`config.mk`:
```
export PLATFORM = sky130hd
export DESIGN_NAME = fe_capture_sequencer
export DESIGN_NICKNAME = d
export VERILOG_FILES = /design/src/rtl/fe_capture_sequencer.sv
export SDC_FILE = /design/constraint.sdc
export NUM_CORES = 1
export LEC_CHECK = 0
export CAP_MARGIN = 20
export CORE_AREA = 4 4 153 155
export CTS_CLUSTER_SIZE = 30
export DETAILED_ROUTE_END_ITERATION = 12
export DIE_AREA = 0 0 157 159
export HOLD_SLACK_MARGIN = 0.06
export PLACE_DENSITY_LB_ADDON = 0.12
export SKIP_LAST_GASP = 1
export SYNTH_ARGS = -nofsm -noshare
export SYNTH_HDL_FRONTEND = slang
export SYNTH_SLANG_ARGS = --single-unit
```
`constraint.sdc`:
```
create_clock -name fe_clk -period 2.65 [get_ports fe_clk]
set_input_delay 0.53 -clock fe_clk [delete_from_list [all_inputs] [get_ports fe_clk]]
set_output_delay 0.53 -clock fe_clk [all_outputs]
set_load 0.01 [all_outputs]
```
`src/rtl/fe_capture_sequencer.sv`:
```
// ---------------------------------------------------------------------------
// fe_capture_sequencer
//
// Sequences the front-end capture datapath. An arm edge moves the sequencer
// to ARMED, where it waits a fixed settle time and then accepts a trigger:
// either a pattern-match pulse or, in immediate mode, the first settled
// cycle. A programmable delay follows, then capture enable is held until the
// capture block stops or the optional timeout expires.
//
// Ports:
//   fe_clk            front-end clock, rising edge
//   reset_i           asynchronous active-high reset
//   I_arm             arm request level; rising edge arms from IDLE/DONE
//   I_abort           single-cycle abort, returns to IDLE from any state
//   I_trigger_mode    0 = wait for I_pm_match, 1 = trigger after settle
//   I_trigger_delay   trigger-to-enable delay in cycles (latched on trigger)
//   I_timeout         max CAPTURE cycles, 0 = unlimited (latched on arm)
//   I_pm_match        pattern-match pulse
//   I_capturing       capture-active level from the capture block
//   O_arm             arm level to capture block (ARMED/DELAY/CAPTURE)
//   O_capture_enable  capture enable (CAPTURE only)
//   O_trigger         one-cycle pulse after a trigger is accepted
//   O_done            high in DONE
//   O_timed_out       sticky: last capture ended by timeout
//   O_state           IDLE=0, ARMED=1, DELAY=2, CAPTURE=3, DONE=4
// ---------------------------------------------------------------------------
module fe_capture_sequencer #(
    parameter int pDELAY_WIDTH   = 20,
    parameter int pTIMEOUT_WIDTH = 24,
    parameter int pARM_SETTLE    = 4
) (
    input  logic                      fe_clk,
    input  logic                      reset_i,
    input  logic                      I_arm,
    input  logic                      I_abort,
    input  logic                      I_trigger_mode,
    input  logic [pDELAY_WIDTH-1:0]   I_trigger_delay,
    input  logic [pTIMEOUT_WIDTH-1:0] I_timeout,
    input  logic                      I_pm_match,
    input  logic                      I_capturing,
    output logic                      O_arm,
    output logic                      O_capture_enable,
    output logic                      O_trigger,
    output logic                      O_done,
    output logic                      O_timed_out,
    output logic [2:0]                O_state
);

    localparam int SETTLE_W = (pARM_SETTLE > 1) ? $clog2(pARM_SETTLE) : 1;
    localparam logic [SETTLE_W-1:0]       SETTLE_LOAD = SETTLE_W'(pARM_SETTLE - 1);
    localparam logic [SETTLE_W-1:0]       SETTLE_ONE  = SETTLE_W'(1);
    localparam logic [pDELAY_WIDTH-1:0]   DLY_ONE     = pDELAY_WIDTH'(1);
    localparam logic [pTIMEOUT_WIDTH-1:0] TO_ONE      = pTIMEOUT_WIDTH'(1);

    typedef enum logic [2:0] {
        ST_IDLE    = 3'd0,
        ST_ARMED   = 3'd1,
        ST_DELAY   = 3'd2,
        ST_CAPTURE = 3'd3,
        ST_DONE    = 3'd4
    } state_t;

    state_t                      state_q, state_d;
    logic                        arm_q;
    logic                        arm_edge;
    logic [SETTLE_W-1:0]         settle_q, settle_d;
    logic [pDELAY_WIDTH-1:0]     delay_q, delay_d;
    logic [pTIMEOUT_WIDTH-1:0]   tocnt_q, tocnt_d;
    logic [pTIMEOUT_WIDTH-1:0]   timeout_q, timeout_d;
    logic                        timed_out_d;
    logic                        trigger_d;

    assign arm_edge = I_arm & ~arm_q;

    always_comb begin
        state_d     = state_q;
        settle_d    = settle_q;
        delay_d     = delay_q;
        tocnt_d     = tocnt_q;
        timeout_d   = timeout_q;
        timed_out_d = O_timed_out;
        trigger_d   = 1'b0;

        case (state_q)
            ST_IDLE, ST_DONE: begin
                if (arm_edge) begin
                    state_d     = ST_ARMED;
                    settle_d    = SETTLE_LOAD;
                    timeout_d   = I_timeout;
                    timed_out_d = 1'b0;
                end
            end
            ST_ARMED: begin
                if (settle_q != '0) begin
                    settle_d = settle_q - SETTLE_ONE;
                end else if (I_trigger_mode || I_pm_match) begin
                    trigger_d = 1'b1;
                    if (I_trigger_delay == '0) begin
                        state_d = ST_CAPTURE;
                        tocnt_d = '0;
                    end else begin
                        state_d = ST_DELAY;
                        delay_d = I_trigger_delay - DLY_ONE;
                    end
                end
            end
            ST_DELAY: begin
                if (delay_q == '0) begin
                    state_d = ST_CAPTURE;
                    tocnt_d = '0;
                end else begin
                    delay_d = delay_q - DLY_ONE;
                end
            end
            ST_CAPTURE: begin
                if (tocnt_q != '1) begin
                    tocnt_d = tocnt_q + TO_ONE;
                end
                // tocnt_q is zero only in the first CAPTURE cycle, which
                // skips the I_capturing check; the capturing exit has
                // priority over the timeout exit.
                if (tocnt_q != '0 && !I_capturing) begin
                    state_d = ST_DONE;
                end else if (timeout_q != '0 && tocnt_q == timeout_q - TO_ONE) begin
                    state_d     = ST_DONE;
                    timed_out_d = 1'b1;
                end
            end
            default: state_d = ST_IDLE;
        endcase

        if (I_abort) begin
            state_d     = ST_IDLE;
            trigger_d   = 1'b0;
            timed_out_d = O_timed_out;
        end
    end

    // Outputs are registered from the next state so they change on the same
    // edge as O_state.
    always_ff @(posedge fe_clk or posedge reset_i) begin
        if (reset_i) begin
            state_q          <= ST_IDLE;
            arm_q            <= 1'b0;
            settle_q         <= '0;
            delay_q          <= '0;
            tocnt_q          <= '0;
            timeout_q        <= '0;
            O_arm            <= 1'b0;
            O_capture_enable <= 1'b0;
            O_trigger        <= 1'b0;
            O_done           <= 1'b0;
            O_timed_out      <= 1'b0;
        end else begin
            state_q          <= state_d;
            arm_q            <= I_arm;
            settle_q         <= settle_d;
            delay_q          <= delay_d;
            tocnt_q          <= tocnt_d;
            timeout_q        <= timeout_d;
            O_arm            <= (state_d == ST_ARMED) || (state_d == ST_DELAY) ||
                                (state_d == ST_CAPTURE);
            O_capture_enable <= (state_d == ST_CAPTURE);
            O_trigger        <= trigger_d;
            O_done           <= (state_d == ST_DONE);
            O_timed_out      <= timed_out_d;
        end
    end

    assign O_state = state_q;

endmodule

```
; Yosys cells after proc, flatten, opt, wreduce, memory -nomap -nowiden
; Cells that the tools add are included.
[word_totals]
romBits = 0
out_inout_bits = 8
reg_bits = 79
ram_bits = 0
memories = 0
input_bits = 51
latch_bits = 0
[op_classes]
n_addsub = 5
n_div = 0
bitwise = 3
muxes = 31
eq_ne = 21
n_shift = 0
n_mul = 0
order_cmp = 0
n_reduce_logical = 22
[ops]
columns = op, n
row1 = 24-bit two-way mux, 5
row2 = 20-bit two-way mux, 4
row3 = 24-bit case mux with 3 select lines, 1
row4 = 24-bit nonzero test, 2
row5 = 20-bit zero test, 2
row6 = 20-bit case mux with 2 select lines, 1
row7 = 20-bit by 1-bit subtractor with 20-bit output (second input constant), 2
row8 = 24-bit by 1-bit adder with 24-bit output (second input constant), 1
row9 = 24-bit == test, 1
row10 = 24-bit != test (second input constant), 1
row11 = 24-bit by 1-bit subtractor with 24-bit output (second input constant), 1
row12 = 2-bit != test (second input constant), 11
row13 = 3-bit two-way mux, 7
row14 = 3-bit by 2-bit == test with 1-bit output (second input constant), 4
row15 = 3-bit case mux with 4 select lines, 1
row16 = 5-bit AND reduction, 2
row17 = 1-bit two-way mux, 8
row18 = 2-bit nonzero test, 4
row19 = 3-bit by 1-bit == test with 1-bit output (second input constant), 2
row20 = 3-bit == test (second input constant), 2
row21 = 6-bit AND reduction, 1
row22 = 2-bit two-way mux, 2
row23 = 2-bit case mux with 2 select lines, 1
row24 = 3-bit zero test, 1
row25 = other kinds (11), 15

; Longest topological paths before layout
[depth]
word_depth = 10
mapped_depth = 13
mapped_depth_nobuf = 10

; Worst setup path after synthesis
; OpenSTA, ideal clock, no wires.
[synth_path]
path_type = register to register
from = register state_q[0] (netlist: O_state[0])
to = register delay_q[18]
arrival_ps = 2663
required_ps = 2564
path_slack_ps = -99
n_path_buf = 4
stages_incl_launch_ff = 14
cell_sequence = dfrtp_1 buf_2 or3b_1 buf_2 clkbuf_1 buf_1 mux2i_1 ha_1 o21a_1 and3_1 nand2_1 a21oi_1 nor2_1 nor3_1
[synth_via]
elab_chain_cells = 3
[synth_rtl]
columns = item, line_no
row1 = start: declaration, 63  ; state_t state_q, state_d;
row2 = start signal: assignment, 155  ; state_q <= state_d;
row3 = 3-bit by 2-bit == test with 1-bit output or 3-bit by 1-bit == test with 1-bit output (tied branches), 84  ; case (state_q)
row4 = 2-bit != test (no source line) or 2-bit nonzero test (tied branches), -
row5 = 5-bit AND reduction (no source line), -
row6 = end signal: assignment, 158  ; delay_q <= delay_d;
row7 = end: declaration, 67  ; logic [pDELAY_WIDTH-1:0] delay_q, delay_d;
; Parallel ways exist; a longest one is shown, timed or not.
; A chain may end at the register's enable or synchronous reset.

; Worst setup path in the final report
[layout_path]
from = register timeout_q[3]
to = register O_arm
[layout_via]
elab_chain_cells = 10
[layout_rtl]
columns = item, line_no
row1 = start: declaration, 69  ; logic [pTIMEOUT_WIDTH-1:0] timeout_q, timeout_d;
row2 = start signal: assignment, 160  ; timeout_q <= timeout_d;
row3 = 24-bit by 1-bit subtractor with 24-bit output, 124  ; end else if (timeout_q != '0 && tocnt_q == timeout_q - TO_ONE) begin
row4 = 24-bit == test, 124
row5 = 1-bit logical AND *, 124
row6 = 3-bit two-way mux *, 124
row7 = 3-bit two-way mux *, 122  ; if (tocnt_q != '0 && !I_capturing) begin
row8 = 3-bit case mux with 4 select lines *, 84
row9 = 3-bit two-way mux *, 132  ; if (I_abort) begin
row10 = 3-bit by 1-bit == test with 1-bit output or 3-bit by 2-bit == test with 1-bit output (tied branches), 161  ; O_arm <= (state_d == ST_ARMED) || (state_d == ST_DELAY) ||
row11 = 1-bit logical OR, 161
row12 = 1-bit logical OR *, 161
row13 = end signal: assignment, 161
row14 = end: declaration, 41  ; output logic O_arm,
; Every way passes the cells marked *; elsewhere a longest branch is shown, timed or not.

==> flow_metrics.tcl <==
set metrics [dict create \
    maxCapViolCount 0 \
    cts_made_buffers 9 \
    whs_endpoint "settle_q[0]" \
    routed_wl_um 17400 \
    synth_edf_count 0 \
    nets 839 \
    maxUsedRoutingLayer "met4" \
    place_hpwl_um 12700 \
    hold_path.startpoint "settle_q[0]" \
    cellPowerDensity_nw_per_um2 542 \
    grt_usage 0.139 \
    core-area_um2 21800 \
    postRouteAntennaNets 0 \
    r2r-end "O_arm" \
    first_global_vias 5465 \
    cts_root_buf "clkbuf_16" \
    htree_levels 3 \
    fin_crit_ns 2.59 \
    critPathMaxFanout 5 \
    wire_per_inst_um 16.3 \
    crit_path_end_kind "flop" \
    clock_latency_ns 0.35 \
    syn-num-nets 693 \
    reg2reg_depth 9 \
    vdd_ir_drop_max_mv 0.287 \
    io_buffers 58 \
    worst_pin_slew_ns 0.644 \
    route.met2.wl_um 8140 \
    yosysTopAreaCell "dfrtp_1" \
    vias 5371 \
    drive_above_1_share 0.269 \
    clock_sinks 79 \
    grt_pass1_wl_um 28600 \
    flow.area_growth_from_synthesis_pct 41.6 \
    max_slew_margin 0.570 \
    final_common_cell "buf_4" \
    num_rows 54 \
    hold_buffers 0 \
    ys_ff_latch 79 \
    die-area_um2 25000 \
    vias_per_cell 5.03 \
    required_ns 2.88 \
    holdPathStages 1 \
    syn_avg_cell_area_um2 8.52 \
    synthArstFlopShare 1.00 \
    p_leak_nw 3.04 \
    gp_congestion 0.854 \
    synth_area_um2 5430 \
    diodes 0 \
    layout_common_cells "buf_4 (106), dfrtp_1 (79), nor2_1 (62)" \
    hold_path.class "reg -> reg" \
    synth_ff_type "dfrtp_1" \
    worstPathArrival_ns 2.82 \
    fmax_ghz 0.386 \
    wl_met1_um 8530 \
    pin_count 59 \
    rsz0062_at_grt "true" \
    hold_viol 0 \
    status "finished clean" \
    antenna_found_initial 0 \
    ys_types 71 \
    path_class "reg -> reg" \
    drc 0 \
    clk_pin_slew_ns 0.07 \
    seq_area_frac_synth 0.364 \
    rr_startpoint "timeout_q[3]" \
    gr-total-overflow 0 \
    fin_worst_skew_ns 0.0139 \
    first_iter_violations 303 \
    ys.warnings.count 0 \
    maxSlewViolCount 0 \
    cts_tree "yes" \
    setup_viol 0 \
    fin_util 0.352 \
    syn_inst 637 \
    fin_tns_setup_ns 0 \
    finalCritPeriodShare 0.978 \
    synth.top_cell.area_share 0.364 \
    synth_area_leaders "dfrtp_1 (36%), o21ai_0 (6.0%), mux2_2 (4.6%)" \
    wl_met3_um 591 \
    dr.pass1.iters 5 \
    grt_max_degree 49 \
    r2r_slack_ns 0.06 \
    clockBufferDepth 2 \
    start_util 0.249 \
    fp.dieW_um 157 \
    die_h_um 159 \
    start_kind "flop" \
]
[cell families after synthesis]
family                     count (synthesis)  synth area share
AOI/OAI and AO/OA                        178             0.207
and+or+nand+nor                          257             0.260
muxes                                     37            0.0743
buffers and inverters                     55            0.0413
adders and majority gates                  5            0.0115
DFF                                       79             0.364
xor gates and xnor gates                  26            0.0420
[how the worst max path moves through the flow]
stage,cells after the start,end,slack (ns),startpoint
5_1_grt,12,O_done,-0.05,timeout_q[1]
2_1_floorplan,13,delay_q[18],0.009,O_state[0]
3_5_place_dp,8,tocnt_q[8],-0.39,I_trigger_delay[5]
3_3_place_gp,8,tocnt_q[8],-0.37,I_trigger_delay[5]
6_report,9,O_arm,0.06,timeout_q[3]
4_1_cts,10,O_arm,0.002,timeout_q[0]
[power breakdown]
group	switching (mW)	leakage (nW)	internal (mW)	total, mW
registers	0.250	0.995	1.42	1.67
clock network	0.535	0.156	0.806	1.34
logic	0.561	1.89	0.587	1.15
total	1.35	3.04	2.82	4.16
[worst max-delay path, cell delays in order, from the launching register on]
cell and delay (ns):
dfrtp_1 0.40, or4_4 0.57, nor3_2 0.17, buf_4 0.14
and4_4 0.23, nor4b_4 0.20, a31oi_2 0.07, nand4b_1 0.33
nand2b_1 0.24, nand3_1 0.11
[sequential cells by signal (all words and copies together) (netlist names)]
signal and count:
tocnt_q 24, settle_q 2, delay_q 20, O_capture_enable 1, O_state 3, O_trigger 1, arm_q 1, O_arm 1
O_done 1, O_timed_out 1, timeout_q 24
[metrics by stage]
step	std cells	area (µm²)	setup slack [ns]	hold WS [ns]	total power [mW]
after floorplan	637	5450	0.00885	0.445	2.26
after global placement	1048	7120	-0.374	0.457	2.74
after detailed placement	1048	7120	-0.392	0.472	2.76
after CTS	1066	7500	0.00204	0.482	4.17
after global routing	1068	7680	-0.0488	0.530	4.42
final	1068	7680	0.0582	0.477	4.16
[cell usage after synthesis, drive strengths merged (7+ instances only)]
cell type   n
a211oi      7
a21oi      35
a31oi      14
and3       10
buf        16
clkbuf     22
dfrtp      79
inv        17
mux2       23
mux2i      14
nand2      45
nand2b      7
nand3      13
nand4      11
nor2       64
nor3       35
nor3b       7
nor4       21
o21a        9
o21ai      69
o31ai       8
o32ai       8
or4        10
xnor2      19
xor2        7
[routing by layer]
metal / global-route usage / up-vias
met5: 0 / -
met2: 0.216 / 83
met3: 0.0253 / 12
li1: - / 2667
met4: 0.0351 / 0
met1: 0.200 / 2609
[final cells by class]
cell class / count / area, µm²
clock inverters: 3 / 40.0
fillers: 2247 / 14100
repair buffers: 173 / 1530
flip-flops and latches: 79 / 1980
inverters: 17 / 65.1
multi-input cells: 503 / 3450
clock buffers: 13 / 270
well taps: 280 / 350
[timing repair]
action	4_1_cts	5_1_grt
gates cloned	0	0
setup endpoints to repair	8	38
pin swaps	9	11
resized for setup	12	35
buffers inserted	2	2
Power figures use the tool's default switching activity.
